$ cat config.mk
export PLATFORM = sky130hd
export DESIGN_NAME = counter_updown_n
export DESIGN_NICKNAME = d
export VERILOG_FILES = /design/src/rtl/counter_updown_n.sv
export SDC_FILE = /design/constraint.sdc
export NUM_CORES = 1
export LEC_CHECK = 0
export ABC_AREA = 1
export CELL_PAD_IN_SITES_DETAIL_PLACEMENT = 1
export CELL_PAD_IN_SITES_GLOBAL_PLACEMENT = 2
export CORE_MARGIN = 2
export CORE_UTILIZATION = 28
export CTS_CLUSTER_DIAMETER = 80
export DETAILED_ROUTE_END_ITERATION = 6
export DONT_BUFFER_PORTS = 1
export PLACE_DENSITY = 0.78
export SYNTH_ARGS = -nofsm -noshare
export SYNTH_HDL_FRONTEND = slang
export SYNTH_SLANG_ARGS = --single-unit
$ cat constraint.sdc
create_clock -name clock -period 1.3 [get_ports clock]
set_input_delay 0.13 -clock clock [delete_from_list [all_inputs] [get_ports clock]]
set_output_delay 0.13 -clock clock [all_outputs]
set_load 0.05 [all_outputs]
$ cat src/rtl/counter_updown_n.sv
// Up/down counter over 0..MAX_VAL with synchronous clamped load and a one-cycle wrap pulse.
// Defining COUNTER_UPDOWN_SAT_EN selects saturating mode: the count holds at either end and wrap stays 0.
module counter_updown_n #(
  parameter int                 WIDTH   = 8,
  parameter logic [WIDTH-1:0]   MAX_VAL = '1
) (
  input  logic             clock,
  input  logic             rst,
  input  logic             en,
  input  logic             dir,
  input  logic             load,
  input  logic [WIDTH-1:0] load_val,
  output logic [WIDTH-1:0] cnt,
  output logic             wrap,
  output logic             at_max,
  output logic             at_min
);

  localparam logic [WIDTH-1:0] ONE  = {{(WIDTH-1){1'b0}}, 1'b1};
  localparam logic [WIDTH-1:0] ZERO = '0;

  logic [WIDTH-1:0] cnt_q, cnt_d;
  logic             wrap_q, wrap_d;

  function automatic logic [WIDTH-1:0] clamp_load(input logic [WIDTH-1:0] v);
    return (v > MAX_VAL) ? MAX_VAL : v;
  endfunction

  // Boundary steps are handled as explicit cases, so +1/-1 is only ever
  // applied strictly inside the range and cannot carry or borrow out.
  always_comb begin
    cnt_d  = cnt_q;
    wrap_d = 1'b0;
    if (load) begin
      cnt_d = clamp_load(load_val);
    end else if (en) begin
      if (dir) begin
        if (cnt_q == MAX_VAL) begin
`ifdef COUNTER_UPDOWN_SAT_EN
          cnt_d  = MAX_VAL;
`else
          cnt_d  = ZERO;
          wrap_d = 1'b1;
`endif
        end else begin
          cnt_d = cnt_q + ONE;
        end
      end else begin
        if (cnt_q == ZERO) begin
`ifdef COUNTER_UPDOWN_SAT_EN
          cnt_d  = ZERO;
`else
          cnt_d  = MAX_VAL;
          wrap_d = 1'b1;
`endif
        end else begin
          cnt_d = cnt_q - ONE;
        end
      end
    end
  end

  always_ff @(posedge clock or posedge rst) begin
    if (rst) begin
      cnt_q  <= ZERO;
      wrap_q <= 1'b0;
    end else begin
      cnt_q  <= cnt_d;
      wrap_q <= wrap_d;
    end
  end

  assign cnt    = cnt_q;
  assign wrap   = wrap_q;
  assign at_max = (cnt_q == MAX_VAL);
  assign at_min = (cnt_q == ZERO);

endmodule

==> run_results.csv, run 1 <==
group,metric,value,unit
outcome,outcome,"finished with violations",
outcome,violations,"design-rule violations, negative setup slack",
synthesis,syn_area_per_cell,6.14,um2
sta,fin_skew,11.2,ps
placed_design,preCtsSetupSlack,-151,ps
worst_setup_path,cp.required,1170,ps
layout,fillers,372,
placed_design,gp_congestion,0.916,
floorplanning,core_area,2810,um2
worst_setup_path,r2r-end,"cnt[5]",
placed_design,portBuffers,0,
floorplanning,num_rows,19,
clock_network,cts_made_buffers,3,
global_route,grt_first_pass_wirelength,5170,um
sta,drv_slew,0,
power_and_ir_drop,ir_drop,569,uV
global_route,antenna_found_initial,0,
routing,drt_wl_total,3150,um
worst_setup_path,r2r-start,"cnt[0]",
placed_design,hpwl,2260,um
layout,drive_gt1_frac,0.401,
worst_hold_path,hp-class,"primary input to flop",
power_and_ir_drop,p_sw_frac,0.452,
layout,final-seq-area,234,um2
power_and_ir_drop,p_leak,0.622,nW
floorplanning,dieWidth,58.8,um
power_and_ir_drop,powerDensity,1010,nW/um2
global_route,track_usage,0.202,
power_and_ir_drop,p_int,0.725,mW
routing,dr.pass1.iters,6,
worst_hold_path,min_to,"cnt[7]",
synthesis,syn_inst,137,
worst_setup_path,worst_setup_path_end_kind,"primary output",
layout,most-common-layout-cells,"37 x nand2_1, 24 x buf_4, 16 x nor2_1",
synthesis,yosysUniqueCellTypes,21,
sta,setup_viol,10,
sta,max_freq,651,MHz
layout,final_util,0.468,
routing,drt_iter0_drc,25,
routing,drt-vias-per-instance,5.01,
synthesis,ys_ff_latch,9,
clock_network,clock_latency,280,ps
clock_network,path_clk_slew,60,ps
flow_run,cap_violations,0,
synthesis,synth_nets,153,
sta,hold_viol,0,
placed_design,placed_area,1050,um2
synthesis,ys.warnings.count,0,
synthesis,synthesis.area,841,um2
layout,synthToLayoutAreaGrowth,56.3,%
clock_network,root_buffer,"clkbuf_4",
layout,stdcell_area,1310,um2
routing,drc_errors,1,
clock_network,clkSinkCount,9,
worst_setup_path,crit_arrival,1410,ps
routing,ant_nets,0,
global_route,gr-total-overflow,0,
routing,wl_per_cell,15.5,um
layout,multi_input_area,631,um2
power_and_ir_drop,p_clk_frac,0.181,
worst_setup_path,cp_max_fo,4,
floorplanning,floorplan.initialDensity,0.300,
layout,diodes,0,
layout,final_nets,189,
sta,rsz0062_at_grt,"yes",
sta,setup_slack,-236,ps
clock_network,tritoncts,"done",
synthesis,synth_sequential_area_ratio,0.268,
power_and_ir_drop,power.switching,0.598,mW
worst_setup_path,start_kind,"flop",
power_and_ir_drop,pwr-share-seq,0.282,
routing,vias,1017,
sta,finalCriticalPeriod,1540,ps
clock_network,htreeDepth,1,
clock_network,clockBufferDepth,2,
sta,fin_crit_sh,1.18,
worst_setup_path,crit_type,"flop to primary output",
floorplanning,die_y,58.8,um
worst_setup_path,ff2ff_path_depth,9,
power_and_ir_drop,combPwrFrac,0.536,
floorplanning,ios,24,
layout,mostFrequentLayoutCell,"nand2_1",
worst_hold_path,worstHoldStart,"load",
floorplanning,dieArea,3460,um2
sta,totalNegativeSetupSlack,-1730,ps
worst_setup_path,rrSetupSlack,-210,ps
global_route,grt_pass1_vias,1040,
sta,worstMarginPinSlew,439,ps
global_route,grt_max_degree,12,
sta,slew_headroom,0.708,
worst_hold_path,hold_depth,2,
-- metal layers --
| layer | global-route usage | vias to the layer above | part of all wire |
|---|---|---|---|
| met4 | 0.0844 | 0 | 0.017 |
| li1 | - | 505 | - |
| met5 | 0 | - | 0 |
| met1 | 0.257 | 488 | 0.43 |
| met3 | 0.0176 | 5 | 0.033 |
| met2 | 0.349 | 19 | 0.51 |
-- synthesized netlist by cell type (all sizes together) --
| library cell | count | area (um2) |
|---|---|---|
| nor2 | 24 | 100 |
| a21oi | 4 | 23.8 |
| a22oi | 3 | 22.5 |
| inv | 19 | 71.3 |
| nand4 | 3 | 18.8 |
| o21ai | 5 | 25.0 |
| clkbuf | 1 | 5.00 |
| o221ai | 1 | 8.76 |
| nand2 | 41 | 156 |
| buf | 2 | 16.3 |
| xor2 | 5 | 43.8 |
| dfrtp | 9 | 225 |
| or2 | 1 | 6.26 |
| nand3 | 16 | 80.1 |
| ha | 3 | 37.5 |
-- flip-flops by register name, summed over array words and instances, names as in the netlist --
register  cells
cnt           8
wrap          1
-- power groups by stage --
stage / Clock, mW / Combinational [mW] / Sequential [mW]
6_report: 0.240 / 0.709 / 0.373
4_1_cts: 0.236 / 0.686 / 0.370
3_5_place_dp: 0 / 0.574 / 0.382
2_1_floorplan: 0 / 0.269 / 0.495
5_1_grt: 0.254 / 0.774 / 0.379
3_3_place_gp: 0 / 0.566 / 0.378
-- timing repair --
action / in CTS / in global routing
endpoints found under the setup margin: 10 / 10
hold buffers: 3 / 0
gates cloned: 0 / 0
pin swaps: 4 / 6
hold endpoints to repair: 10 / 0
setup buffers: 10 / 1
gates resized for setup: 17 / 11
-- how the worst max path moves through the flow --
stage                     startpoint      to  slack [ps]
final                         cnt[1]  at_max        -240
after global routing          cnt[0]  cnt[5]        -390
after CTS                     cnt[1]  at_max        -240
after detailed placement      cnt[0]  cnt[7]        -150
after global placement        cnt[2]  cnt[5]         -60
after floorplan               cnt[1]  cnt[5]        -290
-- layout make-up --
| cell class | count | share of cell area |
|---|---|---|
| multi-input combinational | 106 | 0.480 |
| inverter | 19 | 0.0590 |
| sequential | 9 | 0.178 |
| timing repair buffer | 34 | 0.233 |
| tap | 31 | 0.0295 |
| clock buffer | 4 | 0.0200 |
-- metrics by stage --
stage	hold slack [ps]	total power, mW	std cells
floorplan	-42.6	0.764	137
global placement	24.9	0.944	185
detailed placement	22.4	0.956	185
CTS	14.6	1.29	202
global route	27.6	1.41	203
finish	18.7	1.32	203
-- critical path, stage by stage, from the launching register on --
cell and delay, ps:
dfrtp_2 450, ha_4 190, nand2_4 70, nor2_4 40, nand2_2 80, buf_6 100, clkinvlp_4 220
-- logic make-up after synthesis --
logic type | synth area share
DFF | 0.268
buffers and inverters | 0.110
xor gates and xnor gates | 0.0521
adders and majority gates | 0.0446
and+or+nand+nor | 0.430
AOI/OAI and AO/OA | 0.0952
Note: power is estimated with default switching activity, not from simulation.
==> inputs of run 2 (changes only) <==
- SLEW_MARGIN: unset -> 20
==> results of run 2 <==
The final DEF is identical to that of run 1; final timing and power are the same.
==> inputs of run 3 (changes only) <==
--- a/config.mk
+++ b/config.mk
@@ -9,10 +9,11 @@
 export CELL_PAD_IN_SITES_DETAIL_PLACEMENT = 1
 export CELL_PAD_IN_SITES_GLOBAL_PLACEMENT = 2
+export CORE_ASPECT_RATIO = 0.5
 export CORE_MARGIN = 2
-export CORE_UTILIZATION = 28
+export CORE_UTILIZATION = 31
 export CTS_CLUSTER_DIAMETER = 80
 export DETAILED_ROUTE_END_ITERATION = 6
 export DONT_BUFFER_PORTS = 1
-export PLACE_DENSITY = 0.78
+export PLACE_DENSITY = 0.81
 export SLEW_MARGIN = 20
 export SYNTH_ARGS = -nofsm -noshare
==> constraint.sdc (replaced) <==
create_clock -name clock -period 1.6 [get_ports clock]
set_input_delay 0.16 -clock clock [delete_from_list [all_inputs] [get_ports clock]]
set_output_delay 0.16 -clock clock [all_outputs]
set_load 0.1 [all_outputs]
==> run 3 against run 2 <==
Net effect:
- the run now ends clean
- critical path type unchanged
- critical endpoint is now at_min
- design area down 12%
- clock skew is 5.9 ps lower
- routed wire length shrank 9.2%
- clock power up 14%
- highest routed layer unchanged
- non-clock buffer count shrank 16
- sequential share of layout area increased by 3.4 points
==> run_results.csv, run 3 (synthesized netlist as in run 1, its figures left out) <==
group,metric,value,unit
outcome,outcome,"completed",
floorplanning,die_y,40.8,um
floorplanning,dieArea,3170,um2
global_route,grt_max_degree,11,
placed_design,portBuffers,0,
layout,final_util,0.446,
sta,slew_headroom,0.742,
clock_network,htreeDepth,1,
routing,dr.pass1.iters,4,
placed_design,dp_cells,185,
routing,vias,923,
worst_setup_path,cp.required,1440,ps
flow_run,cap_violations,0,
sta,max_freq,638,MHz
layout,final-seq-area,245,um2
sta,drv_slew,0,
sta,setup_viol,0,
sta,finalCriticalPeriod,1570,ps
clock_network,clock_latency,240,ps
clock_network,path_clk_slew,50,ps
power_and_ir_drop,power,1.17,mW
placed_design,hpwl,2320,um
routing,ant_nets,0,
worst_hold_path,hold_depth,2,
sta,rsz0062_at_grt,"yes",
worst_setup_path,ff2ff_path_depth,11,
layout,largest_reg_flops,8,
layout,synthToLayoutAreaGrowth,37.2,%
worst_setup_path,critPathLaunch,"cnt[1]",
worst_hold_path,min_to,"cnt[1]",
worst_setup_path,cp_max_fo,5,
layout,drive_gt1_frac,0.308,
worst_setup_path,rrSetupSlack,80,ps
worst_setup_path,start_kind,"flop",
layout,final_nets,173,
worst_hold_path,worstHoldStart,"load",
clock_network,cts_made_buffers,3,
clock_network,clockBufferDepth,2,
sta,fin_skew,5.36,ps
floorplanning,ios,24,
global_route,antenna_found_initial,0,
global_route,track_usage,0.201,
layout,fillers,331,
global_route,grt_pass1_vias,888,
global_route,gr-total-overflow,0,
routing,drt_iter0_drc,60,
clock_network,tritoncts,"done",
floorplanning,floorplan.initialDensity,0.325,
clock_network,root_buffer,"clkbuf_8",
worst_setup_path,crit_type,"flop to primary output",
layout,multi_input_area,573,um2
floorplanning,num_rows,13,
power_and_ir_drop,ir_drop,529,uV
worst_setup_path,r2r-start,"cnt[1]",
routing,drt-vias-per-instance,4.78,
sta,hold_viol,0,
routing,drt_wl_total,2860,um
floorplanning,core_area,2590,um2
worst_hold_path,hp-class,"primary input to flop",
clock_network,clkSinkCount,9,
worst_setup_path,r2r-end,"cnt[5]",
worst_setup_path,worst_setup_path_end_kind,"primary output",
sta,fin_crit_sh,0.980,
routing,drc_errors,0,
layout,finalNonFillerCells,193,
layout,most-common-layout-cells,"37 x nand2_1, 19 x nor2_1, 15 x inv_1",
power_and_ir_drop,powerDensity,1010,nW/um2
routing,wl_per_cell,14.8,um
layout,mostFrequentLayoutCell,"nand2_1",
placed_design,gp_congestion,0.871,
sta,worstMarginPinSlew,386,ps
power_and_ir_drop,p_leak,0.546,nW
floorplanning,dieWidth,77.7,um
worst_setup_path,crit_arrival,1410,ps
layout,diodes,0,
global_route,grt_first_pass_wirelength,4570,um
run 3: changes by cell type in the layout (fill, tap and decap cells not counted), sizes merged:
cell	before	now
buf	31	17
dlygate4sd3	3	1
inv	18	19
clkinv	0	1
clkbuf	4	3
clkinvlp	1	0
run 3: what timing repair did:
action,CTS,global route
hold endpoints to repair,9,0
gates resized for setup,8,4
endpoints found under the setup margin,3,5
pin swaps,2,1
setup buffers,2,1
gates cloned,0,0
hold buffers,1,0
run 3: worst max path at each step:
stage	depth (start not counted)	slack, ps	to
finish	5	30	at_min
global route	8	-30	cnt[7]
CTS	6	3	at_max
detailed placement	8	-20	cnt[7]
global placement	8	140	cnt[7]
floorplan	10	-320	cnt[5]
run 3: report_power, final:
| group | switching, mW | internal, mW | total [mW] |
|---|---|---|---|
| Combinational | 0.412 | 0.157 | 0.569 |
| Sequential | 0.0588 | 0.267 | 0.326 |
| Clock | 0.103 | 0.171 | 0.274 |
| Total | 0.574 | 0.595 | 1.17 |
run 3: through the flow:
stage | hold slack, ps | instance area, um2 | setup TNS (ps) | setup slack, ps
2_1_floorplan | -12.3 | 893 | -2690 | -324
4_1_cts | 66.6 | 1130 | 0 | 3.41
5_1_grt | 76.0 | 1150 | -110 | -31.9
3_5_place_dp | 48.7 | 1040 | -20.2 | -20.2
3_3_place_gp | 43.2 | 1040 | 0 | 145
6_report | 67.6 | 1150 | 0 | 32.4
run 3: critical path, stage by stage (launching register included):
cell and delay (ps):
dfrtp_4 510, inv_4 90, ha_4 140, nand3_2 90, nor2_4 150, buf_12 190
run 3: area by class of cell:
cell class / count / share of cell area
Tap cell: 37 / 0.0401
Multi-Input combinational cell: 106 / 0.497
Inverter: 19 / 0.0662
Clock buffer: 3 / 0.0358
Sequential cell: 9 / 0.213
Timing Repair Buffer: 18 / 0.144
Clock inverter: 1 / 0.00434
run 3: per-layer routing:
layer	vias to the layer above	global-route usage	wire, um
met5	-	0	0
met4	0	0.0536	32
met3	5	0.0463	74
met2	12	0.304	1170
met1	436	0.289	1580
li1	470	-	-
